<file path="src/rtl/dm_port_ctrl.sv">
// -----------------------------------------------------------------------------
// dm_port_ctrl
// Sequencing and arbitration controller in front of a byte-addressed,
// little-endian data memory that reads combinationally and writes a full
// 32-bit word on the clock edge.
//
// Two requesters share the memory:
//   - CPU (pipeline MEM stage): byte/half/word loads with sign or zero
//     extension, word stores in one cycle, and byte/half stores as a
//     two-cycle read-modify-write (read in the grant cycle, write next).
//   - DBG (debug/loader port): word reads and writes, completed with a
//     registered one-cycle dbg_ack pulse.
//
// Ports:
//   clk, rst                  clock and asynchronous active-high reset
//   cpu_req/we/size/sext      CPU access request and its attributes
//   cpu_addr, cpu_wdata       CPU byte address and store data
//   cpu_rdata                 extended load data (combinational)
//   cpu_stall                 pipeline must hold the MEM-stage request
//   dbg_req/we/addr/wdata     DBG request, held until dbg_ack
//   dbg_ack, dbg_rdata        registered completion pulse and read word
//   dm_rd, dm_wr              data-memory read / write enables
//   dm_addr, dm_wdata         data-memory byte address and write data
//   dm_rdata                  data-memory read data (combinational)
// -----------------------------------------------------------------------------
module dm_port_ctrl #(
    parameter int AW           = 7,
    parameter int STARVE_LIMIT = 8,
    parameter int CW           = 4
) (
    input  logic          clk,
    input  logic          rst,
    input  logic          cpu_req,
    input  logic          cpu_we,
    input  logic [1:0]    cpu_size,
    input  logic          cpu_sext,
    input  logic [AW-1:0] cpu_addr,
    input  logic [31:0]   cpu_wdata,
    output logic [31:0]   cpu_rdata,
    output logic          cpu_stall,
    input  logic          dbg_req,
    input  logic          dbg_we,
    input  logic [AW-1:0] dbg_addr,
    input  logic [31:0]   dbg_wdata,
    output logic          dbg_ack,
    output logic [31:0]   dbg_rdata,
    output logic          dm_rd,
    output logic          dm_wr,
    output logic [AW-1:0] dm_addr,
    output logic [31:0]   dm_wdata,
    input  logic [31:0]   dm_rdata
);

    typedef enum logic {
        IDLE,
        RMW_WR
    } state_t;

    state_t        state;
    state_t        next_state;
    logic [CW-1:0] wait_cnt;
    logic [31:0]   old_word;

    logic starved;
    logic dbg_grant;
    logic cpu_grant;
    logic cpu_sub;

    // Arbitration is only meaningful in IDLE; RMW_WR belongs to the CPU.
    // DBG takes the memory when the CPU is quiet, or when it has waited
    // long enough that it must be let through regardless of the CPU.
    always_comb begin
        starved   = (wait_cnt == CW'(STARVE_LIMIT));
        dbg_grant = (state == IDLE) && dbg_req && (starved || !cpu_req);
        cpu_grant = (state == IDLE) && cpu_req && !dbg_grant;
        cpu_sub   = cpu_we && !cpu_size[1];
    end

    // State register; a reset during RMW_WR simply abandons the merge.
    always_ff @(posedge clk or posedge rst) begin
        if (rst) begin
            state <= IDLE;
        end else begin
            state <= next_state;
        end
    end

    // Next-state logic: only a granted byte/half store leaves IDLE, and
    // the write half of the read-modify-write always returns to IDLE.
    always_comb begin
        next_state = state;
        case (state)
            IDLE: begin
                if (cpu_grant && cpu_sub) begin
                    next_state = RMW_WR;
                end
            end
            RMW_WR: begin
                next_state = IDLE;
            end
            default: begin
                next_state = IDLE;
            end
        endcase
    end

    // Memory-side and stall outputs. Everything is held at zero while
    // reset is asserted so the memory sees no stray write mid-RMW.
    always_comb begin
        dm_rd     = 1'b0;
        dm_wr     = 1'b0;
        dm_addr   = '0;
        dm_wdata  = '0;
        cpu_stall = 1'b0;
        if (!rst) begin
            case (state)
                IDLE: begin
                    if (dbg_grant) begin
                        dm_rd     = !dbg_we;
                        dm_wr     = dbg_we;
                        dm_addr   = dbg_addr;
                        dm_wdata  = dbg_wdata;
                        cpu_stall = cpu_req;
                    end else if (cpu_grant) begin
                        dm_addr = cpu_addr;
                        if (!cpu_we) begin
                            dm_rd = 1'b1;
                        end else if (cpu_sub) begin
                            dm_rd     = 1'b1;
                            cpu_stall = 1'b1;
                        end else begin
                            dm_wr    = 1'b1;
                            dm_wdata = cpu_wdata;
                        end
                    end
                end
                RMW_WR: begin
                    dm_wr   = 1'b1;
                    dm_addr = cpu_addr;
                    if (cpu_size[0]) begin
                        dm_wdata = {old_word[31:16], cpu_wdata[15:0]};
                    end else begin
                        dm_wdata = {old_word[31:8], cpu_wdata[7:0]};
                    end
                end
                default: begin
                    dm_rd = 1'b0;
                end
            endcase
        end
    end

    // Load extension straight off the memory read bus; size 11 is a word.
    always_comb begin
        case (cpu_size)
            2'b00:   cpu_rdata = cpu_sext ? {{24{dm_rdata[7]}}, dm_rdata[7:0]}
                                          : {24'd0, dm_rdata[7:0]};
            2'b01:   cpu_rdata = cpu_sext ? {{16{dm_rdata[15]}}, dm_rdata[15:0]}
                                          : {16'd0, dm_rdata[15:0]};
            default: cpu_rdata = dm_rdata;
        endcase
    end

    // DBG wait counter: counts every cycle DBG is asking but not served,
    // saturating at the starvation limit, and clears on grant or release.
    always_ff @(posedge clk or posedge rst) begin
        if (rst) begin
            wait_cnt <= '0;
        end else if (dbg_grant || !dbg_req) begin
            wait_cnt <= '0;
        end else if (!starved) begin
            wait_cnt <= wait_cnt + 1'b1;
        end
    end

    // Capture the old word during the read half of a byte/half store.
    always_ff @(posedge clk or posedge rst) begin
        if (rst) begin
            old_word <= '0;
        end else if (cpu_grant && cpu_sub) begin
            old_word <= dm_rdata;
        end
    end

    // DBG completion: ack pulses the cycle after a grant; read data is
    // registered alongside it and left untouched by writes.
    always_ff @(posedge clk or posedge rst) begin
        if (rst) begin
            dbg_ack   <= 1'b0;
            dbg_rdata <= '0;
        end else begin
            dbg_ack <= dbg_grant;
            if (dbg_grant && !dbg_we) begin
                dbg_rdata <= dm_rdata;
            end
        end
    end

endmodule

</file>
<file path="config.mk">
export PLATFORM = sky130hd
export DESIGN_NAME = dm_port_ctrl
export DESIGN_NICKNAME = d
export VERILOG_FILES = /design/src/rtl/dm_port_ctrl.sv
export SDC_FILE = /design/constraint.sdc
export NUM_CORES = 1
export LEC_CHECK = 0
export BUFFER_PORTS_ARGS = -buffer_cell sky130_fd_sc_hd__clkbuf_2
export CAP_MARGIN = 20
export CORE_ASPECT_RATIO = 0.9
export CORE_MARGIN = 4
export CORE_UTILIZATION = 40
export CTS_CLUSTER_DIAMETER = 50
export CTS_CLUSTER_SIZE = 8
export DETAILED_ROUTE_END_ITERATION = 16
export PLACE_DENSITY = 0.77
export SYNTH_ARGS = -nofsm -noshare
export SYNTH_HDL_FRONTEND = slang
export SYNTH_SLANG_ARGS = --single-unit
</file>
<file path="constraint.sdc">
create_clock -name clk -period 5.6 [get_ports clk]
set_input_delay 1.4 -clock clk [delete_from_list [all_inputs] [get_ports clk]]
set_output_delay 1.4 -clock clk [all_outputs]
set_load 0.05 [all_outputs]
</file>
* Word-level counts from Yosys, hierarchy flattened
Cells that the tools add are included.
Storage, ports and cells: register bits after elaboration 70, bits of input ports 119, output and inout port bits 107
Cells by class: add/subtract/negate cells 1, equal/unequal tests 3, multiplexer cells 35, bitwise operators 1, reductions and logical operators 15
Operator list (count):
- 2-to-1 mux 32 bit | 7
- one-hot mux 32 bit (2 select lines) | 2
- 2-to-1 mux 7 bit | 3
- 2-to-1 mux 1 bit | 17
- 2-to-1 mux 16 bit | 1
- one-hot mux 7 bit (2 select lines) | 1
- 2-to-1 mux 4 bit | 2
- logical AND 1 bit | 7
- logical NOT 1 bit | 5
- adder 4 x 1 -> 4 bit, second input constant | 1
- equality test 4 bit, second input constant | 1
- one-hot mux 1 bit (2 select lines) | 2
- equality test 2 x 1 -> 1 bit, second input constant | 1
- logical NOT 2 bit | 1
- logical OR 1 bit | 2
- inequality test 2 x 1 -> 1 bit, second input constant | 1
- NOT 1 bit | 1

* Depth between registers and ports, before layout
depth in word-level cells 9, mapped depth 7

* Worst setup path before layout
No wires, ideal clock.
kind input port to output port, from input rst, to output dm_wdata[0], arrival 4.355 ns, data required time 4.200 ns, slack -0.155 ns, cell stages on the path 4, cells stage by stage clkbuf_1 -> clkinv_1 -> a32o_1 -> a22o_1
Between the ends: longest elaborated chain between the ends 1
Ends and longest elaborated chain:
- start, declared | RTL line 32 | input logic rst,
- 2-to-1 mux 32 bit | RTL line 115 | if (!rst) begin
- end, declared | RTL line 50 | output logic [31:0] dm_wdata,
No other way between the ends.

* Final worst setup path
from input rst, to output dm_wdata[4]
The elaborated chain is that of the path after synthesis.

==> flow_metrics.py <==
metrics = {
    "clock_tree": {
        "post_cts_hold_buffer_count": 0,
        "clock-root-buffer": "sky130_fd_sc_hd__clkbuf_8",
        "clk-insertion-delay-late_ns": 0.34,
        "cts_inserted_buffers": 9,
        "postCtsSetupBuffers": 0,
        "cts.sinks": 62,
        "cts-root-to-sink-buffers": 2,
        "cts_htree_levels": 3,
        "cts.repair.resized": 0,
        "clk_pin_slew_ns": 0.07,
        "cts_tree": "yes",
    },
    "finish": {
        "nNetsFinal": 676,
        "seqCellArea_mm2": 0.00155,
        "syn_to_final_growth_pct": 34.8,
        "fraction_of_layout_cells_with_a_size_suffix_above_1_pct": 55.9,
        "multi_input_comb_area_mm2": 0.00196,
        "antenna_cells": 0,
        "fill_cells": 833,
    },
    "floorplan": {
        "full_die_area_mm2": 0.0112,
        "dieHeight_um": 101,
        "boundaryPins": 226,
        "design.core.area_mm2": 0.00925,
        "dieWidth_um": 111,
        "initial_core_util_pct": 41.5,
        "num_rows": 33,
    },
    "sta": {
        "timing.fmax_mhz": 217,
        "hold_viol": 0,
        "timing.final.setup_violations": 0,
        "grt_setup_unrepaired": "no",
        "post-route-period-util_pct": 82.1,
        "worst_slack_ns": 1.00,
        "timing_worst_slew_pin_value_ns": 0.695,
        "drv_slew": 0,
        "slew_headroom_pct": 53.7,
        "tns_ns": 0,
        "worst_setup_skew_after_layout_ns": 0.0118,
        "final.min_clock_period_ns": 4.60,
    },
    "critical_path": {
        "critical-path-max-stage-delay_ns": 0.51,
        "required_ns": 4.20,
        "critPathTopFamily": "compound AO/OA/AOI/OAI gates",
        "r2r_cells": 6,
        "worst_setup_path_end_kind": "primary output",
        "worstPathCellList": "clkbuf_2 > nor2_1 > o21a_1 > a22o_1 > clkbuf_2",
        "regToRegEndpoint": "old_word[29]",
        "arrival_time_at_the_worst_endpoint_ns": 3.20,
        "crit_path_max_fanout": 28,
        "critical_path.startpoint": "rst",
        "criticalPathCategory": "primary input to primary output",
        "cp_common_cell": "sky130_fd_sc_hd__clkbuf_2",
        "timing.reg2reg.setup_slack_ns": 3.06,
        "timing.critical_path.from_type": "primary input",
        "timing.critical_path.buf_inv": 2,
        "worst_path_max_delay_cell": "sky130_fd_sc_hd__o21a_1",
        "worst_r2r_startpoint": "wait_cnt[0]",
    },
    "synthesis": {
        "synthesis.instances": 354,
        "synth.ff_latch_count": 62,
        "post_synth.cell_area_avg_um2": 10.8,
        "ys_async_sr_fraction_pct": 100,
        "postSynth.topFlopCell": "sky130_fd_sc_hd__dfrtp_1",
        "mappedNetlistArea_mm2": 0.00383,
        "synth.lib_cells_used.distinct": 38,
        "synth_sequential_area_ratio_pct": 40.5,
        "synth_enable_flop_cells": 0,
        "syn-num-nets": 475,
        "ys_warn_count": 0,
    },
    "power": {
        "power.density_mw_per_mm2": 316,
        "total_power_mw": 1.64,
        "ir_worst_vdd_mv": 0.232,
        "p_leak_nw": 2.73,
    },
    "detailed_routing": {
        "routed_wire_length_per_instance_um": 18.7,
        "vias": 3817,
        "post_detailed_route_via_to_cell_ratio": 5.60,
        "drtAntennaViolNets": 0,
        "remaining_drc_errors": 0,
        "first_pass_iters": 5,
        "detail_route.iter0.violations": 205,
        "route.final.wire_length_mm": 12.7,
    },
    "hold_path": {
        "worstHoldEndpoint": "dbg_rdata[16]",
        "worstHoldPathCells": 1,
        "hp-class": "flop to flop",
        "worstHoldStart": "dbg_rdata[16]",
    },
    "global_route": {
        "grt_use_total_pct": 22.1,
        "grt.overflow.total": 0,
        "antenna_found_initial": 0,
        "first_global_vias": 4005,
        "grt_start_max_net_pins": 61,
        "first_pass_grt_wire_length_mm": 19.9,
    },
    "placement": {
        "numPortBuffers": 225,
        "place_hpwl_mm": 9.42,
        "finalWeightedCongestion": 0.887,
        "dp_worst_setup_slack_ns": 1.00,
    },
    "status": {
        "outcome": "finished clean",
    },
    "flow_run": {
        "maxCapViolations": 0,
    },
}
-- layout by cell type (no fill, tap or decap), types with 3 or more instances in the layout --
master                     Yosys  routed
sky130_fd_sc_hd__a21o_1       17      17
sky130_fd_sc_hd__a21oi_1       3       3
sky130_fd_sc_hd__a221oi_1     24      24
sky130_fd_sc_hd__a22o_1        8       8
sky130_fd_sc_hd__a32o_1        8       8
sky130_fd_sc_hd__a41oi_1      24      24
sky130_fd_sc_hd__buf_4         8      12
sky130_fd_sc_hd__clkbuf_2      0     224
sky130_fd_sc_hd__clkbuf_8      0       9
sky130_fd_sc_hd__clkinv_4      0       3
sky130_fd_sc_hd__dfrtp_1      62      61
sky130_fd_sc_hd__inv_1        19      19
sky130_fd_sc_hd__mux2_2       37      37
sky130_fd_sc_hd__mux2_4       19      19
sky130_fd_sc_hd__mux2i_1       9       9
sky130_fd_sc_hd__nand2_1       9       9
sky130_fd_sc_hd__nand3_1       4       4
sky130_fd_sc_hd__nor2_1        5       5
sky130_fd_sc_hd__o21a_1        3       3
sky130_fd_sc_hd__o21ai_0      33      33
-- worst max-delay path by stage --
| stage | to | slack (ns) | cells after the start |
|---|---|---|---|
| 5_1_grt | dm_wdata[4] | 0.83 | 5 |
| 4_1_cts | dm_wdata[4] | 1.01 | 5 |
| 3_5_place_dp | dm_wdata[4] | 1.00 | 5 |
| 3_3_place_gp | dm_wdata[2] | 1.11 | 5 |
| 6_report | dm_wdata[4] | 1.00 | 5 |
| 2_1_floorplan | dm_wdata[13] | 0.59 | 6 |
-- per-stage QoR --
step | std cells | util [%] | hold slack (ns) | instance area (µm²)
finish | 682 | 55.9 | 0.509 | 5170
global route | 682 | 55.9 | 0.518 | 5170
CTS | 682 | 55.9 | 0.509 | 5170
detailed placement | 666 | 53.8 | 0.493 | 4970
global placement | 666 | 53.8 | 0.488 | 4970
floorplan | 354 | - | 0.479 | 3840
-- routing by layer --
| metal | GRT usage (%) | vias up | wire (µm) |
|---|---|---|---|
| met2 | 40.2 | 214 | 6480 |
| met4 | 6.83 | 0 | 180 |
| met5 | 0 | - | 0 |
| met1 | 25.7 | 1840 | 4920 |
| met3 | 5.82 | 13 | 1170 |
| li1 | - | 1750 | - |
-- layout make-up --
class | instances | area share [%]
Clock buffer | 10 | 2.47
Clock inverter | 6 | 1.36
Inverter | 20 | 1.48
Multi-Input combinational cell | 225 | 37.9
Sequential cell | 62 | 30.0
Tap cell | 122 | 2.95
Timing Repair Buffer | 237 | 23.8
-- flip-flops by register name (all words and copies together) (netlist names) --
register	count
dbg_ack	1
state	1
dbg_rdata	32
old_word	24
wait_cnt	4
-- synth_stat cells (3+ instances only) --
library cell	instances	share of area (%)
sky130_fd_sc_hd__mux2i_1	9	2.3
sky130_fd_sc_hd__nand2_1	9	0.88
sky130_fd_sc_hd__buf_2	8	1.0
sky130_fd_sc_hd__nand3_1	4	0.52
sky130_fd_sc_hd__inv_1	19	1.9
sky130_fd_sc_hd__a32o_1	8	2.1
sky130_fd_sc_hd__a221oi_1	24	5.5
sky130_fd_sc_hd__o21ai_0	33	4.3
sky130_fd_sc_hd__a21oi_1	3	0.39
sky130_fd_sc_hd__o21a_1	3	0.59
sky130_fd_sc_hd__nor3b_1	3	0.59
sky130_fd_sc_hd__mux2_2	37	11
sky130_fd_sc_hd__nor2_1	5	0.49
sky130_fd_sc_hd__clkbuf_1	26	2.5
sky130_fd_sc_hd__mux2_4	19	7.4
sky130_fd_sc_hd__a21o_1	17	3.3
sky130_fd_sc_hd__dfrtp_1	62	40
sky130_fd_sc_hd__a22o_1	8	1.8
sky130_fd_sc_hd__buf_4	8	1.6
sky130_fd_sc_hd__a41oi_1	24	5.5
-- cells by family after synthesis --
family                   share of synthesized area (%)
AO/OA/AOI/OAI                                     24.7
buffers and inverters                             8.65
multiplexers                                      20.7
flip-flops                                        40.5
AND/OR/NAND/NOR                                   4.40
XOR/XNOR                                         0.457
adder cells (fa/ha/maj)                          0.652
-- where the power goes --
part / leakage, nW / internal [mW] / switching (mW)
Sequential: 0.743 / 0.534 / 0.0501
Clock: 0.101 / 0.209 / 0.187
Combinational: 1.89 / 0.206 / 0.450
Total: 2.73 / 0.949 / 0.687
-- worst register-to-register path: stages (launching register included) --
cell and delay, ns:
sky130_fd_sc_hd__dfrtp_1 0.39, sky130_fd_sc_hd__inv_1 0.07, sky130_fd_sc_hd__ha_1 0.23, sky130_fd_sc_hd__and4b_1 0.29, sky130_fd_sc_hd__buf_4 0.26, sky130_fd_sc_hd__or4b_4 0.79, sky130_fd_sc_hd__mux2_4 0.38
(Power assumes the default switching activity.)
